[config.mk]
export PLATFORM = sky130hd
export DESIGN_NAME = drlp_layer_sequencer
export DESIGN_NICKNAME = d
export VERILOG_FILES = /design/src/rtl/drlp_pkg.sv /design/src/rtl/drlp_cfg_regs.sv /design/src/rtl/drlp_layer_sequencer.sv
export SDC_FILE = /design/constraint.sdc
export NUM_CORES = 1
export LEC_CHECK = 0
export ABC_AREA = 0
export CORE_MARGIN = 4
export CORE_UTILIZATION = 25
export CTS_CLUSTER_SIZE = 10
export DETAILED_ROUTE_END_ITERATION = 8
export MAX_ROUTING_LAYER = met4
export PLACE_DENSITY = 0.48
export SLEW_MARGIN = 20
export SYNTH_ARGS = -nofsm -noshare
export SYNTH_HDL_FRONTEND = slang
export SYNTH_SLANG_ARGS = --single-unit
[constraint.sdc]
create_clock -name i_clk -period 12.25 [get_ports i_clk]
set_clock_uncertainty 0.2 [all_clocks]
set_input_delay 2.45 -clock i_clk [delete_from_list [all_inputs] [get_ports i_clk]]
set_output_delay 2.45 -clock i_clk [all_outputs]
set_load 0.05 [all_outputs]
[src/rtl/drlp_pkg.sv]
// Shared definitions for the DRLP layer sequencer: state encoding,
// configuration word layout, decoded configuration record and read-target
// constants.
package drlp_pkg;

   localparam int DRLP_BASE_SHIFT = 11;
   localparam int CFG_WORDS       = 4;

   localparam logic RD_SEL_IMG = 1'b0;
   localparam logic RD_SEL_WGT = 1'b1;

   typedef logic [2:0] state_t;
   localparam state_t ST_IDLE     = 3'd0;
   localparam state_t ST_WGT_REQ  = 3'd1;
   localparam state_t ST_WGT_WAIT = 3'd2;
   localparam state_t ST_IMG_REQ  = 3'd3;
   localparam state_t ST_IMG_WAIT = 3'd4;
   localparam state_t ST_COMPUTE  = 3'd5;
   localparam state_t ST_WRITE    = 3'd6;
   localparam state_t ST_DONE     = 3'd7;

   localparam logic [1:0] CFG_W_STATIC = 2'd0;
   localparam logic [1:0] CFG_W_YZ     = 2'd1;
   localparam logic [1:0] CFG_W_BASE   = 2'd2;
   localparam logic [1:0] CFG_W_WRCNT  = 2'd3;

   // word 0
   localparam int MODE_LSB   = 14;
   localparam int POOL_LSB   = 12;
   localparam int RELU_BIT   = 11;
   localparam int STRIDE_LSB = 8;
   localparam int PSUM_LSB   = 4;
   // word 1
   localparam int ZMOVE_LSB  = 9;
   localparam int YMOVE_LSB  = 2;
   // word 2
   localparam int IMGB_LSB   = 11;
   localparam int WGTB_LSB   = 6;
   localparam int XMOVE_LSB  = 0;

   typedef struct packed {
      logic [1:0]  mode;
      logic [1:0]  pool;
      logic        relu;
      logic [2:0]  stride;
      logic [3:0]  psum_shift;
      logic [6:0]  zmove;
      logic [6:0]  ymove;
      logic [4:0]  img_base;
      logic [4:0]  wgt_base;
      logic [5:0]  xmove;
      logic [15:0] img_wr_count;
   } cfg_t;

   // Last loop index for a move count; a count of 0 behaves as 1.
   function automatic logic [6:0] last_idx(input logic [6:0] cnt);
      return (cnt == 7'd0) ? 7'd0 : 7'(cnt - 7'd1);
   endfunction

endpackage

[src/rtl/drlp_cfg_regs.sv]
// Four-word configuration register file with field decode.
//   clk_sys, rst  : clock, synchronous active-high reset
//   wr_allow      : writes accepted only while the sequencer is idle
//   wr_en/addr/wdata : host write port
//   cfg           : decoded configuration fields
module drlp_cfg_regs
   import drlp_pkg::*;
(
   input  logic        clk_sys,
   input  logic        rst,
   input  logic        wr_allow,
   input  logic        wr_en,
   input  logic [1:0]  addr,
   input  logic [15:0] wdata,
   output cfg_t        cfg
);

   logic [15:0] cfg_word [CFG_WORDS];
   logic        unused_rsvd;

   always_ff @(posedge clk_sys) begin
      if (rst) begin
         for (int i = 0; i < CFG_WORDS; i++) cfg_word[i] <= '0;
      end else if (wr_en && wr_allow) begin
         cfg_word[addr] <= wdata;
      end
   end

   always_comb begin
      cfg              = '0;
      cfg.mode         = cfg_word[CFG_W_STATIC][MODE_LSB +: 2];
      cfg.pool         = cfg_word[CFG_W_STATIC][POOL_LSB +: 2];
      cfg.relu         = cfg_word[CFG_W_STATIC][RELU_BIT];
      cfg.stride       = cfg_word[CFG_W_STATIC][STRIDE_LSB +: 3];
      cfg.psum_shift   = cfg_word[CFG_W_STATIC][PSUM_LSB +: 4];
      cfg.zmove        = cfg_word[CFG_W_YZ][ZMOVE_LSB +: 7];
      cfg.ymove        = cfg_word[CFG_W_YZ][YMOVE_LSB +: 7];
      cfg.img_base     = cfg_word[CFG_W_BASE][IMGB_LSB +: 5];
      cfg.wgt_base     = cfg_word[CFG_W_BASE][WGTB_LSB +: 5];
      cfg.xmove        = cfg_word[CFG_W_BASE][XMOVE_LSB +: 6];
      cfg.img_wr_count = cfg_word[CFG_W_WRCNT];
   end

   // reserved bits are held in the registers but drive nothing
   assign unused_rsvd = ^{cfg_word[CFG_W_STATIC][3:0], cfg_word[CFG_W_YZ][1:0]};

endmodule

[src/rtl/drlp_layer_sequencer.sv]
// DRLP layer sequencer: holds the layer configuration, broadcasts the static
// datapath fields and walks the z/y/x tile loops (weight read, image read,
// PE compute, result write), pulsing o_finish when the layer is complete.
//   i_cfg*        : host configuration write port (idle only)
//   i_start       : layer start pulse (idle only)
//   o_dma_rd_*    : read request / ready / done handshake
//   o_pe_start    : compute launch, i_pe_done completion
//   o_dma_wr_*    : result write request, held until i_dma_wr_done
//   o_x/y/z_idx   : current tile indices
//
// state    | meaning
// IDLE     | waiting for start, config writable
// WGT_REQ  | weight read request for plane z
// WGT_WAIT | weight transfer in flight
// IMG_REQ  | image read request for tile (y,x)
// IMG_WAIT | image transfer in flight
// COMPUTE  | PE array running
// WRITE    | result write, advances indices on completion
// DONE     | layer complete, finish pulse follows
module drlp_layer_sequencer
   import drlp_pkg::*;
#(
   parameter int ADDR_W     = 16,
   parameter int BASE_SHIFT = DRLP_BASE_SHIFT
) (
   input  logic              i_clk,
   input  logic              i_rst,
   input  logic [15:0]       i_cfg,
   input  logic [1:0]        i_cfg_addr,
   input  logic              i_cfg_wr_en,
   input  logic              i_start,
   output logic              o_busy,
   output logic              o_finish,
   output logic [1:0]        o_mode,
   output logic [1:0]        o_pool,
   output logic              o_relu,
   output logic [2:0]        o_stride,
   output logic [3:0]        o_psum_shift,
   output logic              o_dma_rd_req,
   output logic              o_dma_rd_sel,
   output logic [ADDR_W-1:0] o_dma_rd_addr,
   input  logic              i_dma_rd_ready,
   input  logic              i_dma_rd_done,
   output logic              o_pe_start,
   input  logic              i_pe_done,
   output logic              o_dma_wr_req,
   output logic [ADDR_W-1:0] o_dma_wr_addr,
   output logic [15:0]       o_dma_wr_len,
   input  logic              i_dma_wr_done,
   output logic [5:0]        o_x_idx,
   output logic [6:0]        o_y_idx,
   output logic [6:0]        o_z_idx
);

   state_t            state;
   cfg_t              cfg;
   logic [5:0]        x_idx;
   logic [6:0]        y_idx;
   logic [6:0]        z_idx;
   logic [ADDR_W-1:0] wr_ptr;

   logic [5:0]        xmove_eff;
   logic [5:0]        x_last;
   logic [6:0]        y_last;
   logic [6:0]        z_last;
   logic [12:0]       yx_prod;
   logic [ADDR_W-1:0] wgt_addr;
   logic [ADDR_W-1:0] img_addr;

   drlp_cfg_regs u_cfg_regs (
      .clk_sys  (i_clk),
      .rst      (i_rst),
      .wr_allow (state == ST_IDLE),
      .wr_en    (i_cfg_wr_en),
      .addr     (i_cfg_addr),
      .wdata    (i_cfg),
      .cfg      (cfg)
   );

   assign xmove_eff = (cfg.xmove == 6'd0) ? 6'd1 : cfg.xmove;
   assign x_last    = 6'(last_idx({1'b0, cfg.xmove}));
   assign y_last    = last_idx(cfg.ymove);
   assign z_last    = last_idx(cfg.zmove);

   // addresses wrap at ADDR_W bits; the tile offset product is 13 bits wide
   assign yx_prod  = 13'(y_idx) * 13'(xmove_eff);
   assign wgt_addr = (ADDR_W'(cfg.wgt_base) << BASE_SHIFT) + ADDR_W'(z_idx);
   assign img_addr = (ADDR_W'(cfg.img_base) << BASE_SHIFT) + ADDR_W'(yx_prod)
                     + ADDR_W'(x_idx);

   always_ff @(posedge i_clk) begin
      if (i_rst) begin
         state         <= ST_IDLE;
         x_idx         <= '0;
         y_idx         <= '0;
         z_idx         <= '0;
         wr_ptr        <= '0;
         o_dma_rd_req  <= 1'b0;
         o_dma_rd_sel  <= 1'b0;
         o_dma_rd_addr <= '0;
         o_pe_start    <= 1'b0;
         o_finish      <= 1'b0;
      end else begin
         o_pe_start <= 1'b0;
         o_finish   <= 1'b0;
         case (state)
            ST_IDLE: begin
               if (i_start) begin
                  state  <= ST_WGT_REQ;
                  x_idx  <= '0;
                  y_idx  <= '0;
                  z_idx  <= '0;
                  wr_ptr <= '0;
               end
            end
            ST_WGT_REQ: begin
               if (o_dma_rd_req && i_dma_rd_ready) begin
                  o_dma_rd_req <= 1'b0;
                  state        <= ST_WGT_WAIT;
               end else if (!o_dma_rd_req) begin
                  o_dma_rd_req  <= 1'b1;
                  o_dma_rd_sel  <= RD_SEL_WGT;
                  o_dma_rd_addr <= wgt_addr;
               end
            end
            ST_WGT_WAIT: begin
               if (i_dma_rd_done) state <= ST_IMG_REQ;
            end
            ST_IMG_REQ: begin
               if (o_dma_rd_req && i_dma_rd_ready) begin
                  o_dma_rd_req <= 1'b0;
                  state        <= ST_IMG_WAIT;
               end else if (!o_dma_rd_req) begin
                  o_dma_rd_req  <= 1'b1;
                  o_dma_rd_sel  <= RD_SEL_IMG;
                  o_dma_rd_addr <= img_addr;
               end
            end
            ST_IMG_WAIT: begin
               if (i_dma_rd_done) begin
                  state      <= ST_COMPUTE;
                  o_pe_start <= 1'b1;
               end
            end
            ST_COMPUTE: begin
               if (i_pe_done) state <= ST_WRITE;
            end
            ST_WRITE: begin
               if (i_dma_wr_done) begin
                  wr_ptr <= wr_ptr + ADDR_W'(cfg.img_wr_count);
                  state  <= ST_IMG_REQ;
                  if (x_idx == x_last) begin
                     x_idx <= '0;
                     if (y_idx == y_last) begin
                        y_idx <= '0;
                        if (z_idx == z_last) begin
                           z_idx <= '0;
                           state <= ST_DONE;
                        end else begin
                           z_idx <= z_idx + 7'd1;
                           state <= ST_WGT_REQ;
                        end
                     end else begin
                        y_idx <= y_idx + 7'd1;
                     end
                  end else begin
                     x_idx <= x_idx + 6'd1;
                  end
               end
            end
            ST_DONE: begin
               o_finish <= 1'b1;
               state    <= ST_IDLE;
            end
            default: state <= ST_IDLE;
         endcase
      end
   end

   assign o_busy        = (state != ST_IDLE);
   assign o_dma_wr_req  = (state == ST_WRITE);
   assign o_dma_wr_addr = wr_ptr;
   assign o_dma_wr_len  = cfg.img_wr_count;
   assign o_mode        = cfg.mode;
   assign o_pool        = cfg.pool;
   assign o_relu        = cfg.relu;
   assign o_stride      = cfg.stride;
   assign o_psum_shift  = cfg.psum_shift;
   assign o_x_idx       = x_idx;
   assign o_y_idx       = y_idx;
   assign o_z_idx       = z_idx;

endmodule

==> impl_metrics.json <==
{
  "cp.arrival_ns": 6.05,
  "setup_slack_ns": 6.28,
  "ff2ff_path_depth": 22,
  "yosys-top-cells-area": "edfxtp_1 (21%), dfxtp_1 (14%), ha_1 (8.6%)",
  "criticalPathCategory": "register to register",
  "slew_headroom_pct": 38.0,
  "synthFlopType": "dfxtp_1",
  "clockBufferDepth": 2,
  "grt-ovfl-total": 0,
  "final-setup-viol-count": 0,
  "fillers": 3356,
  "wl_per_cell_um": 17.9,
  "p_per_area_nw_per_um2": 132,
  "row_count": 65,
  "dr.pass1.iters": 5,
  "worstSkewPairLatency_ns": 0.43,
  "worstSetupStartpointType": "register",
  "yosysWarnings": 0,
  "synth_top_area_cell": "edfxtp_1",
  "track_usage_pct": 14.5,
  "min_path_type": "register to register",
  "syn_inst": 886,
  "cts_setup_buffers": 0,
  "maxCapViolCount": 0,
  "cts_tree": "built",
  "cts_buffers": 17,
  "avgSynthCellArea_um2": 9.23,
  "grt_pass1_vias": 6557,
  "grt_max_degree": 53,
  "drt_iter0_drc": 433,
  "clock-root-buffer": "clkbuf_16",
  "r2r_start": "u_cfg_regs.cfg_word[2][1]$_SDFFCE_PN0P_",
  "vias_per_cell": 4.75,
  "cts_resized": 0,
  "cts_max_level": 4,
  "tns_ns": 0,
  "synth_edf_count": 58,
  "ys_types": 68,
  "dieArea_um2": 35700,
  "hold_depth": 2,
  "finalCriticalPeriod_ns": 5.97,
  "status": "finished clean",
  "clk_pin_slew_ns": 0.06,
  "start_util_pct": 25.6,
  "antenna_left": 0,
  "final_layout_size_suffix_gt1_share_pct": 5.90,
  "worstMarginPinSlew_ns": 0.922,
  "fp.dieW_um": 189,
  "hold-worst-slack_ns": 0.250,
  "crit_top_cell": "inv_1",
  "syn_nets": 995,
  "placed_cells": 1369,
  "power_leakage_nw": 4.01,
  "antenna_found_initial": 0,
  "core-area_um2": 31900,
  "nNetsFinal": 1062,
  "final_common_cell": "clkdlybuf4s50_1",
  "end_kind": "register",
  "clock-sinks": 117,
  "required_ns": 12.32,
  "ys_ff_latch": 117,
  "hold_buffers": 0,
  "pre_cts_slack_ns": 6.30,
  "portBuffers": 111,
  "drc": 0,
  "slew_violations": 0,
  "synth_area_um2": 8170,
  "routed_wl_um": 25100,
  "period_share_pct": 48.8,
  "crit_chain": "inv_1, ha_1, nor3b_1, nand2_1, and3_1, fa_1, inv_1, fa_1, inv_1, fa_1, inv_1, fa_1, inv_1, ha_1, o21a_1, o21a_1, o21ai_0, nor2_1, a21oi_1, nor4b_1, or3_1, o311ai_0",
  "fmaxAchievable_mhz": 167,
  "io_pins": 112,
  "die_h_um": 189,
  "rsz0062_at_grt": "false",
  "dr_total_vias": 6658,
  "slowest_delay_ns": 0.53,
  "finalHoldViolations": 0,
  "grt_first_pass_wirelength_um": 39300,
  "crit_fanout": 11,
  "crit_start": "u_cfg_regs.cfg_word[2][1]$_SDFFCE_PN0P_",
  "dpl.hpwl_um": 18900,
  "area_delta_synth_final_pct": 23.5,
  "hp-start": "o_dma_rd_addr[3]$_SDFFE_PP0P_",
  "final_cells": 1401,
  "worst_ir_drop_vdd_mv": 0.102,
  "antenna_cells": 0,
  "ys_seq_area_share_pct": 35.8,
  "final_cell_mix": "clkdlybuf4s50_1 (110), nor2_1 (68), and2_1 (66), dfxtp_1 (59), edfxtp_1 (58)",
  "ys_async_sr_fraction_pct": 0,
  "cp_slowest_cell": "fa_1",
  "synth_top_area_share_pct": 21.3,
  "power_mw": 1.33,
  "gp_congestion": 0.847
}
[power breakdown]
group / switching [mW] / leakage [nW] / internal, mW / total [mW]
registers: 0.0354 / 1.08 / 0.446 / 0.482
clock network: 0.211 / 0.275 / 0.284 / 0.495
logic: 0.244 / 2.65 / 0.113 / 0.358
[layout make-up]
cell class              instances  area, µm²  area share, %
multi-input cells             649       4710           46.7
clock inverters                15        144           1.43
well taps                     435        544           5.39
clock buffers                  17        425           4.22
repair buffers                118       1160           11.5
inverters                      50        188           1.86
flip-flops and latches        117       2920           29.0
[per-layer routing]
metal	vias to the layer above	GRT usage (%)	wire [µm]
li1	3294	-	-
met1	3178	20.1	12400
met2	171	21.8	11200
met3	15	3.02	1210
met4	0	3.62	244
met5	-	-	0
[worst max-delay path, delay by kind of cell, from the launching register on]
| family | cells | cell delay (ns) |
|---|---|---|
| and+or+nand+nor | 6 | 1.58 |
| DFF | 1 | 0.50 |
| adders and majority gates | 6 | 2.31 |
| AOI/OAI and AO/OA | 5 | 0.93 |
| buffers and inverters | 5 | 0.30 |
[cells in the mapped netlist, types with 6 or more instances]
cell / count
o21bai_1: 6
buf_4: 27
a22oi_1: 13
nor4_1: 11
or2_2: 6
nand3_1: 36
edfxtp_1: 58
ha_1: 56
and3_1: 36
a21o_1: 9
a21oi_1: 47
clkbuf_1: 38
or3_1: 11
a211oi_1: 9
nor2b_1: 11
nor3_1: 18
or4_1: 7
xor2_1: 9
inv_1: 48
and2_1: 66
dfxtp_1: 59
xnor2_1: 26
fa_1: 27
nor2_1: 68
nand2_1: 45
o21a_1: 6
mux2i_1: 10
a31oi_1: 12
o21ai_0: 25
nand2b_1: 6
[per-stage QoR]
step                      util (%)  instance area (µm²)
after floorplan                  -                 8170
after global placement        29.8                 9510
after detailed placement      29.8                 9510
after CTS                     31.6                10100
after global routing          31.7                10100
final                         31.7                10100
[final timing paths]
path                                         end  slack (ns)
setup / recovery  o_dma_rd_addr[14]$_SDFFE_PP0P_        6.28
hold reg to reg    o_dma_rd_addr[3]$_SDFFE_PP0P_        0.25
setup reg to reg  o_dma_rd_addr[14]$_SDFFE_PP0P_        6.28
hold / removal     o_dma_rd_addr[3]$_SDFFE_PP0P_        0.25
[flip-flops by register name, summed over array words and instances, names as in the netlist]
| register | cells |
|---|---|
| o_pe_start | 1 |
| o_dma_rd_req | 1 |
| u_cfg_regs.cfg_word | 58 |
| o_dma_rd_addr | 16 |
| o_z_idx | 7 |
| o_x_idx | 6 |
| o_y_idx | 7 |
| o_dma_wr_addr | 16 |
| o_dma_rd_sel | 1 |
| state | 3 |
| o_finish | 1 |
[cells by family after synthesis]
group,Yosys count,share of synthesized area (%)
flops,117,35.8
buf+inv,120,6.93
fa+ha+maj,83,15.2
xor+xnor,35,3.75
compound gates,176,14.3
mux,10,1.22
simple gates,345,22.9
(Power assumes the default switching activity.)
